[src/rtl/axil_regfile_pkg.sv]
// Shared types and constants for the AXI4-Lite register file.
// Contents: response codes, write/read FSM state enums, response helper.
package axil_regfile_pkg;

  localparam logic [1:0] RESP_OKAY   = 2'b00;
  localparam logic [1:0] RESP_SLVERR = 2'b10;

  typedef enum logic {W_IDLE, W_RESP} wr_state_t;
  typedef enum logic {R_IDLE, R_DATA} rd_state_t;

  // Map a decode result onto the AXI response code.
  function automatic logic [1:0] resp_for(input logic in_range);
    return in_range ? RESP_OKAY : RESP_SLVERR;
  endfunction

endpackage

[src/rtl/axi_lite.sv]
// AXI4-Lite bundle. Every signal carries a leading CHANNEL dimension so one
// instance can describe several parallel links; the register file uses lane 0.
// Modports: slave (responder side), master (requester side).
interface axi_lite #(
  parameter int unsigned CHANNEL    = 1,
  parameter int unsigned ADDR_WIDTH = 32,
  parameter int unsigned DATA_WIDTH = 32
);
  localparam int unsigned STRB_WIDTH = DATA_WIDTH / 8;

  logic [CHANNEL-1:0][ADDR_WIDTH-1:0] awaddr;
  logic [CHANNEL-1:0][2:0]            awprot;
  logic [CHANNEL-1:0]                 awvalid;
  logic [CHANNEL-1:0]                 awready;
  logic [CHANNEL-1:0][DATA_WIDTH-1:0] wdata;
  logic [CHANNEL-1:0][STRB_WIDTH-1:0] wstrb;
  logic [CHANNEL-1:0]                 wvalid;
  logic [CHANNEL-1:0]                 wready;
  logic [CHANNEL-1:0][1:0]            bresp;
  logic [CHANNEL-1:0]                 bvalid;
  logic [CHANNEL-1:0]                 bready;
  logic [CHANNEL-1:0][ADDR_WIDTH-1:0] araddr;
  logic [CHANNEL-1:0][2:0]            arprot;
  logic [CHANNEL-1:0]                 arvalid;
  logic [CHANNEL-1:0]                 arready;
  logic [CHANNEL-1:0][DATA_WIDTH-1:0] rdata;
  logic [CHANNEL-1:0][1:0]            rresp;
  logic [CHANNEL-1:0]                 rvalid;
  logic [CHANNEL-1:0]                 rready;

  modport slave (
    input  awaddr, awprot, awvalid, output awready,
    input  wdata, wstrb, wvalid,    output wready,
    output bresp, bvalid,           input  bready,
    input  araddr, arprot, arvalid, output arready,
    output rdata, rresp, rvalid,    input  rready
  );

  modport master (
    output awaddr, awprot, awvalid, input  awready,
    output wdata, wstrb, wvalid,    input  wready,
    input  bresp, bvalid,           output bready,
    output araddr, arprot, arvalid, input  arready,
    input  rdata, rresp, rvalid,    output rready
  );
endinterface

[src/rtl/axil_addr_decode.sv]
// Combinational register address decode.
// Ports: addr (byte address) -> index (register number), in_range (address
// lies inside the register window). Byte-offset bits below a word are ignored.
module axil_addr_decode #(
  parameter  int unsigned ADDR_WIDTH = 32,
  parameter  int unsigned DATA_WIDTH = 32,
  parameter  int unsigned NUM_REGS   = 16,
  localparam int unsigned IDX_W      = $clog2(NUM_REGS)
) (
  input  logic [ADDR_WIDTH-1:0] addr,
  output logic [IDX_W-1:0]      index,
  output logic                  in_range
);
  localparam int unsigned ADDR_LSB = $clog2(DATA_WIDTH / 8);
  localparam int unsigned ADDR_HI  = ADDR_LSB + IDX_W;

  assign index    = addr[ADDR_LSB +: IDX_W];
  // Window is a power of two, so everything above the index must be zero.
  assign in_range = (addr[ADDR_WIDTH-1:ADDR_HI] == '0);

  logic unused_low_bits;
  assign unused_low_bits = ^addr[ADDR_LSB-1:0];
endmodule

[src/rtl/axil_regfile.sv]
// AXI4-Lite register file: NUM_REGS read/write registers exposed to user
// logic as a flat vector plus a one-cycle write pulse per register.
// Ports: aclk, aresetn (async active-low), s_axil (axi_lite.slave, lane 0),
//        reg_out (register i at [i*DATA_WIDTH +: DATA_WIDTH]), reg_wr_pulse.
// Build option: AXIL_REGFILE_WSTRB_EN enables per-byte write strobes;
// without it the full word is always written.
module axil_regfile
  import axil_regfile_pkg::*;
#(
  parameter int unsigned          ADDR_WIDTH = 32,
  parameter int unsigned          DATA_WIDTH = 32,
  parameter int unsigned          NUM_REGS   = 16,
  parameter logic [DATA_WIDTH-1:0] RESET_VAL = '0
) (
  input  logic                           aclk,
  input  logic                           aresetn,
  axi_lite.slave                         s_axil,
  output logic [NUM_REGS*DATA_WIDTH-1:0] reg_out,
  output logic [NUM_REGS-1:0]            reg_wr_pulse
);
  localparam int unsigned IDX_W  = $clog2(NUM_REGS);
  localparam int unsigned STRB_W = DATA_WIDTH / 8;

  wr_state_t                          w_state_q;
  rd_state_t                          r_state_q;
  logic                               aw_held_q, w_held_q;
  logic                               awready_q, wready_q, bvalid_q;
  logic [1:0]                         bresp_q;
  logic [ADDR_WIDTH-1:0]              awaddr_q;
  logic [DATA_WIDTH-1:0]              wdata_q;
`ifdef AXIL_REGFILE_WSTRB_EN
  logic [STRB_W-1:0]                  wstrb_q;
`endif
  logic [NUM_REGS-1:0]                wr_pulse_q;
  logic                               arready_q, rvalid_q;
  logic [1:0]                         rresp_q;
  logic [DATA_WIDTH-1:0]              rdata_q;
  logic [NUM_REGS-1:0][DATA_WIDTH-1:0] regs_q, regs_d;

  logic [IDX_W-1:0] wr_index, rd_index;
  logic             wr_in_range, rd_in_range;
  logic             aw_fire, w_fire, ar_fire, wr_commit;

  axil_addr_decode #(.ADDR_WIDTH(ADDR_WIDTH), .DATA_WIDTH(DATA_WIDTH), .NUM_REGS(NUM_REGS))
    u_wr_decode (.addr(awaddr_q), .index(wr_index), .in_range(wr_in_range));

  axil_addr_decode #(.ADDR_WIDTH(ADDR_WIDTH), .DATA_WIDTH(DATA_WIDTH), .NUM_REGS(NUM_REGS))
    u_rd_decode (.addr(s_axil.araddr[0]), .index(rd_index), .in_range(rd_in_range));

  assign aw_fire   = s_axil.awvalid[0] && awready_q;
  assign w_fire    = s_axil.wvalid[0] && wready_q;
  assign ar_fire   = s_axil.arvalid[0] && arready_q;
  assign wr_commit = (w_state_q == W_IDLE) && aw_held_q && w_held_q;

  // Write FSM: collect AW and W independently, commit once both are held.
  always_ff @(posedge aclk or negedge aresetn) begin
    if (!aresetn) begin
      w_state_q  <= W_IDLE;
      aw_held_q  <= 1'b0;
      w_held_q   <= 1'b0;
      awready_q  <= 1'b1;
      wready_q   <= 1'b1;
      bvalid_q   <= 1'b0;
      bresp_q    <= RESP_OKAY;
      awaddr_q   <= '0;
      wdata_q    <= '0;
`ifdef AXIL_REGFILE_WSTRB_EN
      wstrb_q    <= '0;
`endif
      wr_pulse_q <= '0;
    end else begin
      wr_pulse_q <= '0;
      case (w_state_q)
        W_IDLE: begin
          if (wr_commit) begin
            aw_held_q  <= 1'b0;
            w_held_q   <= 1'b0;
            bvalid_q   <= 1'b1;
            bresp_q    <= resp_for(wr_in_range);
            wr_pulse_q <= wr_in_range ? (NUM_REGS'(1) << wr_index) : '0;
            w_state_q  <= W_RESP;
          end else begin
            if (aw_fire) begin
              awaddr_q  <= s_axil.awaddr[0];
              aw_held_q <= 1'b1;
              awready_q <= 1'b0;
            end
            if (w_fire) begin
              wdata_q  <= s_axil.wdata[0];
`ifdef AXIL_REGFILE_WSTRB_EN
              wstrb_q  <= s_axil.wstrb[0];
`endif
              w_held_q <= 1'b1;
              wready_q <= 1'b0;
            end
          end
        end
        W_RESP: begin
          if (s_axil.bready[0]) begin
            bvalid_q  <= 1'b0;
            awready_q <= 1'b1;
            wready_q  <= 1'b1;
            w_state_q <= W_IDLE;
          end
        end
      endcase
    end
  end

  // Register update on commit; out-of-range writes leave the bank untouched.
  always_comb begin
    regs_d = regs_q;
    if (wr_commit && wr_in_range) begin
`ifdef AXIL_REGFILE_WSTRB_EN
      for (int b = 0; b < int'(STRB_W); b++) begin
        if (wstrb_q[b]) regs_d[wr_index][b*8 +: 8] = wdata_q[b*8 +: 8];
      end
`else
      regs_d[wr_index] = wdata_q;
`endif
    end
  end

  always_ff @(posedge aclk or negedge aresetn) begin
    if (!aresetn) regs_q <= {NUM_REGS{RESET_VAL}};
    else          regs_q <= regs_d;
  end

  // Read FSM: sample the bank on AR handshake (pre-commit value), hold until taken.
  always_ff @(posedge aclk or negedge aresetn) begin
    if (!aresetn) begin
      r_state_q <= R_IDLE;
      arready_q <= 1'b1;
      rvalid_q  <= 1'b0;
      rresp_q   <= RESP_OKAY;
      rdata_q   <= '0;
    end else begin
      case (r_state_q)
        R_IDLE: begin
          if (ar_fire) begin
            rdata_q   <= rd_in_range ? regs_q[rd_index] : '0;
            rresp_q   <= resp_for(rd_in_range);
            rvalid_q  <= 1'b1;
            arready_q <= 1'b0;
            r_state_q <= R_DATA;
          end
        end
        R_DATA: begin
          if (s_axil.rready[0]) begin
            rvalid_q  <= 1'b0;
            arready_q <= 1'b1;
            r_state_q <= R_IDLE;
          end
        end
      endcase
    end
  end

  assign s_axil.awready[0] = awready_q;
  assign s_axil.wready[0]  = wready_q;
  assign s_axil.bvalid[0]  = bvalid_q;
  assign s_axil.bresp[0]   = bresp_q;
  assign s_axil.arready[0] = arready_q;
  assign s_axil.rvalid[0]  = rvalid_q;
  assign s_axil.rresp[0]   = rresp_q;
  assign s_axil.rdata[0]   = rdata_q;
  assign reg_out           = regs_q;
  assign reg_wr_pulse      = wr_pulse_q;

  logic unused_inputs;
`ifdef AXIL_REGFILE_WSTRB_EN
  assign unused_inputs = ^{s_axil.awprot[0], s_axil.arprot[0]};
`else
  assign unused_inputs = ^{s_axil.awprot[0], s_axil.arprot[0], s_axil.wstrb[0]};
`endif
endmodule
[src/flat_wrapper.sv]
// flat-port wrapper written by rule: the top's interface ports become plain ports
module axil_regfile_flat import axil_regfile_pkg::*;
#(
  parameter int unsigned          ADDR_WIDTH = 32,
  parameter int unsigned          DATA_WIDTH = 32,
  parameter int unsigned          NUM_REGS   = 16,
  parameter logic [DATA_WIDTH-1:0] RESET_VAL = '0
)
  (aclk, aresetn, reg_out, reg_wr_pulse, s_axil_awaddr, s_axil_awprot, s_axil_awvalid, s_axil_awready, s_axil_wdata, s_axil_wstrb, s_axil_wvalid, s_axil_wready, s_axil_bresp, s_axil_bvalid, s_axil_bready, s_axil_araddr, s_axil_arprot, s_axil_arvalid, s_axil_arready, s_axil_rdata, s_axil_rresp, s_axil_rvalid, s_axil_rready);
  axi_lite #(.ADDR_WIDTH(ADDR_WIDTH), .DATA_WIDTH(DATA_WIDTH)) s_axil_i ();
  input  logic aclk;
  input  logic aresetn;
  output logic [NUM_REGS*DATA_WIDTH-1:0] reg_out;
  output logic [NUM_REGS-1:0] reg_wr_pulse;
  input wire logic [$bits(s_axil_i.awaddr)-1:0] s_axil_awaddr;
  input wire logic [$bits(s_axil_i.awprot)-1:0] s_axil_awprot;
  input wire logic [$bits(s_axil_i.awvalid)-1:0] s_axil_awvalid;
  output wire logic [$bits(s_axil_i.awready)-1:0] s_axil_awready;
  input wire logic [$bits(s_axil_i.wdata)-1:0] s_axil_wdata;
  input wire logic [$bits(s_axil_i.wstrb)-1:0] s_axil_wstrb;
  input wire logic [$bits(s_axil_i.wvalid)-1:0] s_axil_wvalid;
  output wire logic [$bits(s_axil_i.wready)-1:0] s_axil_wready;
  output wire logic [$bits(s_axil_i.bresp)-1:0] s_axil_bresp;
  output wire logic [$bits(s_axil_i.bvalid)-1:0] s_axil_bvalid;
  input wire logic [$bits(s_axil_i.bready)-1:0] s_axil_bready;
  input wire logic [$bits(s_axil_i.araddr)-1:0] s_axil_araddr;
  input wire logic [$bits(s_axil_i.arprot)-1:0] s_axil_arprot;
  input wire logic [$bits(s_axil_i.arvalid)-1:0] s_axil_arvalid;
  output wire logic [$bits(s_axil_i.arready)-1:0] s_axil_arready;
  output wire logic [$bits(s_axil_i.rdata)-1:0] s_axil_rdata;
  output wire logic [$bits(s_axil_i.rresp)-1:0] s_axil_rresp;
  output wire logic [$bits(s_axil_i.rvalid)-1:0] s_axil_rvalid;
  input wire logic [$bits(s_axil_i.rready)-1:0] s_axil_rready;
  assign s_axil_i.awaddr = s_axil_awaddr;
  assign s_axil_i.awprot = s_axil_awprot;
  assign s_axil_i.awvalid = s_axil_awvalid;
  assign s_axil_awready = s_axil_i.awready;
  assign s_axil_i.wdata = s_axil_wdata;
  assign s_axil_i.wstrb = s_axil_wstrb;
  assign s_axil_i.wvalid = s_axil_wvalid;
  assign s_axil_wready = s_axil_i.wready;
  assign s_axil_bresp = s_axil_i.bresp;
  assign s_axil_bvalid = s_axil_i.bvalid;
  assign s_axil_i.bready = s_axil_bready;
  assign s_axil_i.araddr = s_axil_araddr;
  assign s_axil_i.arprot = s_axil_arprot;
  assign s_axil_i.arvalid = s_axil_arvalid;
  assign s_axil_arready = s_axil_i.arready;
  assign s_axil_rdata = s_axil_i.rdata;
  assign s_axil_rresp = s_axil_i.rresp;
  assign s_axil_rvalid = s_axil_i.rvalid;
  assign s_axil_i.rready = s_axil_rready;
  axil_regfile #(.ADDR_WIDTH(ADDR_WIDTH), .DATA_WIDTH(DATA_WIDTH), .NUM_REGS(NUM_REGS), .RESET_VAL(RESET_VAL)) u_core (.aclk(aclk), .aresetn(aresetn), .s_axil(s_axil_i), .reg_out(reg_out), .reg_wr_pulse(reg_wr_pulse));
endmodule
[config.mk]
export PLATFORM = sky130hd
export DESIGN_NAME = axil_regfile_flat
export DESIGN_NICKNAME = d
export VERILOG_FILES = /design/src/rtl/axil_regfile_pkg.sv /design/src/rtl/axi_lite.sv /design/src/rtl/axil_addr_decode.sv /design/src/rtl/axil_regfile.sv /design/src/flat_wrapper.sv
export SDC_FILE = /design/constraint.sdc
export NUM_CORES = 1
export LEC_CHECK = 0
export BUFFER_PORTS_ARGS = -buffer_cell sky130_fd_sc_hd__buf_4
export CAP_MARGIN = 30
export CORE_AREA = 2 2 263 265
export DETAILED_ROUTE_END_ITERATION = 12
export DIE_AREA = 0 0 265 267
export PLACE_DENSITY = 0.74
export SETUP_SLACK_MARGIN = 0.5
export SLEW_MARGIN = 20
export SYNTH_ARGS = -nofsm -noshare
export SYNTH_HDL_FRONTEND = slang
export SYNTH_HIERARCHICAL = 1
export SYNTH_SLANG_ARGS = --single-unit
[constraint.sdc]
create_clock -name aclk -period 3 [get_ports aclk]
set_clock_uncertainty 0.2 [all_clocks]
set_input_delay 0.45 -clock aclk [delete_from_list [all_inputs] [get_ports aclk]]
set_output_delay 0.45 -clock aclk [all_outputs]
set_load 0.02 [all_outputs]
==> impl_metrics.tcl <==
set metrics [dict create \
    outcome "finished with violations" \
    violations "setup timing" \
    fin_crit_ns 3.04 \
    cp_max_fo 5 \
    firstDrtPassIters 5 \
    grt_max_degree 94 \
    r2r_cells 11 \
    cts-buffers-inserted 71 \
    wl_per_cell_um 31.8 \
    setup_viol 68 \
    r2r_start "u_core/awaddr_q[15]$_DFFE_PN0P_" \
    port_buffers 665 \
    grt.overflow.total 0 \
    die-area_um2 70800 \
    nNetsFinal 2659 \
    slew_viol_final 0 \
    ios 682 \
    reg2reg_to "u_core/reg_out[114]$_DFFE_PN0P_" \
    synthesis.area_um2 27600 \
    area_growth_pct 48.2 \
    end_kind "register" \
    via_per_inst 5.78 \
    synth-warning-count 6 \
    avgSynthCellArea_um2 16.3 \
    cp-endpoint "u_core/reg_out[114]$_DFFE_PN0P_" \
    use_met2_pct 48.7 \
    cpMaxStageDelayCell "or3b_4" \
    crit_buf_inv 4 \
    tns_ns -1.32 \
    rsz0062_at_grt "true" \
    cp-start-kind "register" \
    grtUsageTotal_pct 29.8 \
    h-tree-depth 3 \
    startpoint "u_core/awaddr_q[15]$_DFFE_PN0P_" \
    tritoncts "built" \
    leakagePower_uw 0.0205 \
    critPathMaxStageDelay_ns 0.43 \
    crit_chain "nor4_4 -> nand4_1 -> nor2_4 -> and4b_1 -> or3b_4 -> buf_6 -> nor2_4 -> buf_6 -> buf_12 -> buf_16 -> mux2_4" \
    initial_core_util_pct 40.6 \
    die_x_um 265 \
    grt_busiest_layer "met2" \
    crit_arrival_ns 3.33 \
    grt_pass1_wl_um 152000 \
    clock.fmax_ghz 0.328 \
    worstSetupPathType "reg2reg" \
    insertedDiodeCount 0 \
    critPathTopFamily "simple AND/OR/NAND/NOR gates" \
    tightestPinTransition_ns 0.774 \
    layout_common_cells "693 x buf_4, 630 x dfrtp_1, 301 x mux2_4" \
    grt_antenna_before_repair 0 \
    drt_iter0_markers 1758 \
    clkTransAtPathRegs_ns 0.06 \
    grtUsageMet3_pct 7.43 \
    pre_cts_ws_ns -0.152 \
    syn_inst 1697 \
    maxCapViolCount 0 \
    rows 96 \
    critical_path_required_ns 3.29 \
    hpwl_um 65600 \
    grt_use_met1_pct 38.1 \
    ctsRootBufferMaster "clkbuf_16" \
    slew_headroom_pct 48.4 \
    min_period_over_period_pct 101 \
    vias 20100 \
    die_h_um 267 \
    power_density_nw_per_um2 528 \
    place_congestion 0.863 \
    ff2ff_setup_slack_ns -0.04 \
    drc 0 \
    drive_above_1_share_pct 65.6 \
    ir_drop_mv 0.474 \
    grt_pass1_vias 21000 \
    drtAntennaViolNets 0 \
    wl_um 111000 \
    cts_buffer_depth 3 \
    clock_latency_ns 0.63 \
    cts_num_sinks 633 \
    fin_ws_ns -0.0448 \
    core_um2 68000 \
    cp.depth 11 \
    hold_path.class "in2reg" \
    fillers 5013 \
    hold_viol_final 0 \
    layout_commonest_cell "buf_4" \
]
-- flip-flops by register name, summed over array words and instances (netlist names) --
name	cells
u_core/aw_held_q	1
u_core/awaddr_q	30
u_core/r_state_q	1
u_core/reg_out	512
u_core/reg_wr_pulse	16
u_core/s_axil.arready	1
u_core/s_axil.awready	1
u_core/s_axil.bresp	1
u_core/s_axil.bvalid	1
u_core/s_axil.rdata	32
u_core/s_axil.rresp	1
u_core/s_axil.rvalid	1
u_core/s_axil.wready	1
u_core/w_held_q	1
u_core/w_state_q	1
u_core/wdata_q	32
-- power breakdown --
group	switching, µW	total [µW]	internal (µW)
combinational	911	1890	984
clock	3660	9210	5550
sequential	1490	10500	9020
total	6060	21600	15600
-- layer usage --
metal | up-vias | wire (µm)
met4 | 0 | 4510
met5 | - | 0
met3 | 242 | 8910
met2 | 1081 | 53900
met1 | 10800 | 43300
li1 | 8014 | -
-- final cells by class --
| type | count | area [µm²] | area share (%) |
|---|---|---|---|
| clock inverters | 26 | 398 | 0.972 |
| inverters | 12 | 50.0 | 0.122 |
| clock buffers | 101 | 2080 | 5.08 |
| repair buffers | 922 | 9120 | 22.3 |
| flip-flops and latches | 633 | 15800 | 38.7 |
| multi-input cells | 906 | 12300 | 30.1 |
| well taps | 882 | 1100 | 2.70 |
-- per-stage QoR --
stage	instance area, µm²	power (µW)	cells	hold WS, ns	util, %
6_report	40900	21600	3482	0.0643	60.2
5_1_grt	40900	22300	3482	0.0767	60.2
4_1_cts	40100	21500	3458	0.0406	59.0
3_5_place_dp	34200	12100	3181	0.275	50.4
3_3_place_gp	34200	12000	3181	0.270	50.4
2_1_floorplan	27600	11000	1698	-0.0456	-
-- worst min path at each step --
stage	start	endpoint	cells after the start
after detailed placement	aresetn	u_core/awaddr_q[12]$_DFFE_PN0P_	1
final	s_axil_araddr[30]	u_core/s_axil.rresp[1]$_DFFE_PN0P_	5
after CTS	s_axil_araddr[30]	u_core/s_axil.rresp[1]$_DFFE_PN0P_	5
after global routing	s_axil_araddr[9]	u_core/s_axil.rresp[1]$_DFFE_PN0P_	5
after global placement	aresetn	u_core/awaddr_q[21]$_DFFE_PN0P_	1
after floorplan	aresetn	u_core/aw_held_q$_DFFE_PN0P_	0
-- worst register-to-register path, stage by stage, from the launching register on --
cell and delay, ns:
dfrtp_1 0.40, nor4_4 0.32, nand4_1 0.20, nor2_4 0.15, and4b_1 0.24, or3b_4 0.44, buf_6 0.16, nor2_4 0.12
buf_6 0.16, buf_12 0.11, buf_16 0.13, mux2_4 0.30
-- what timing repair did --
| action | CTS | global route |
|---|---|---|
| hold buffers | 69 | 0 |
| pin swaps | 9 | 12 |
| gates resized for setup | 322 | 115 |
| cloned | 34 | 12 |
| buffers inserted | 47 | 12 |
| hold endpoints to repair | 116 | 0 |
| setup endpoints to repair | 525 | 528 |
Note: power is estimated with default switching activity, not from simulation.
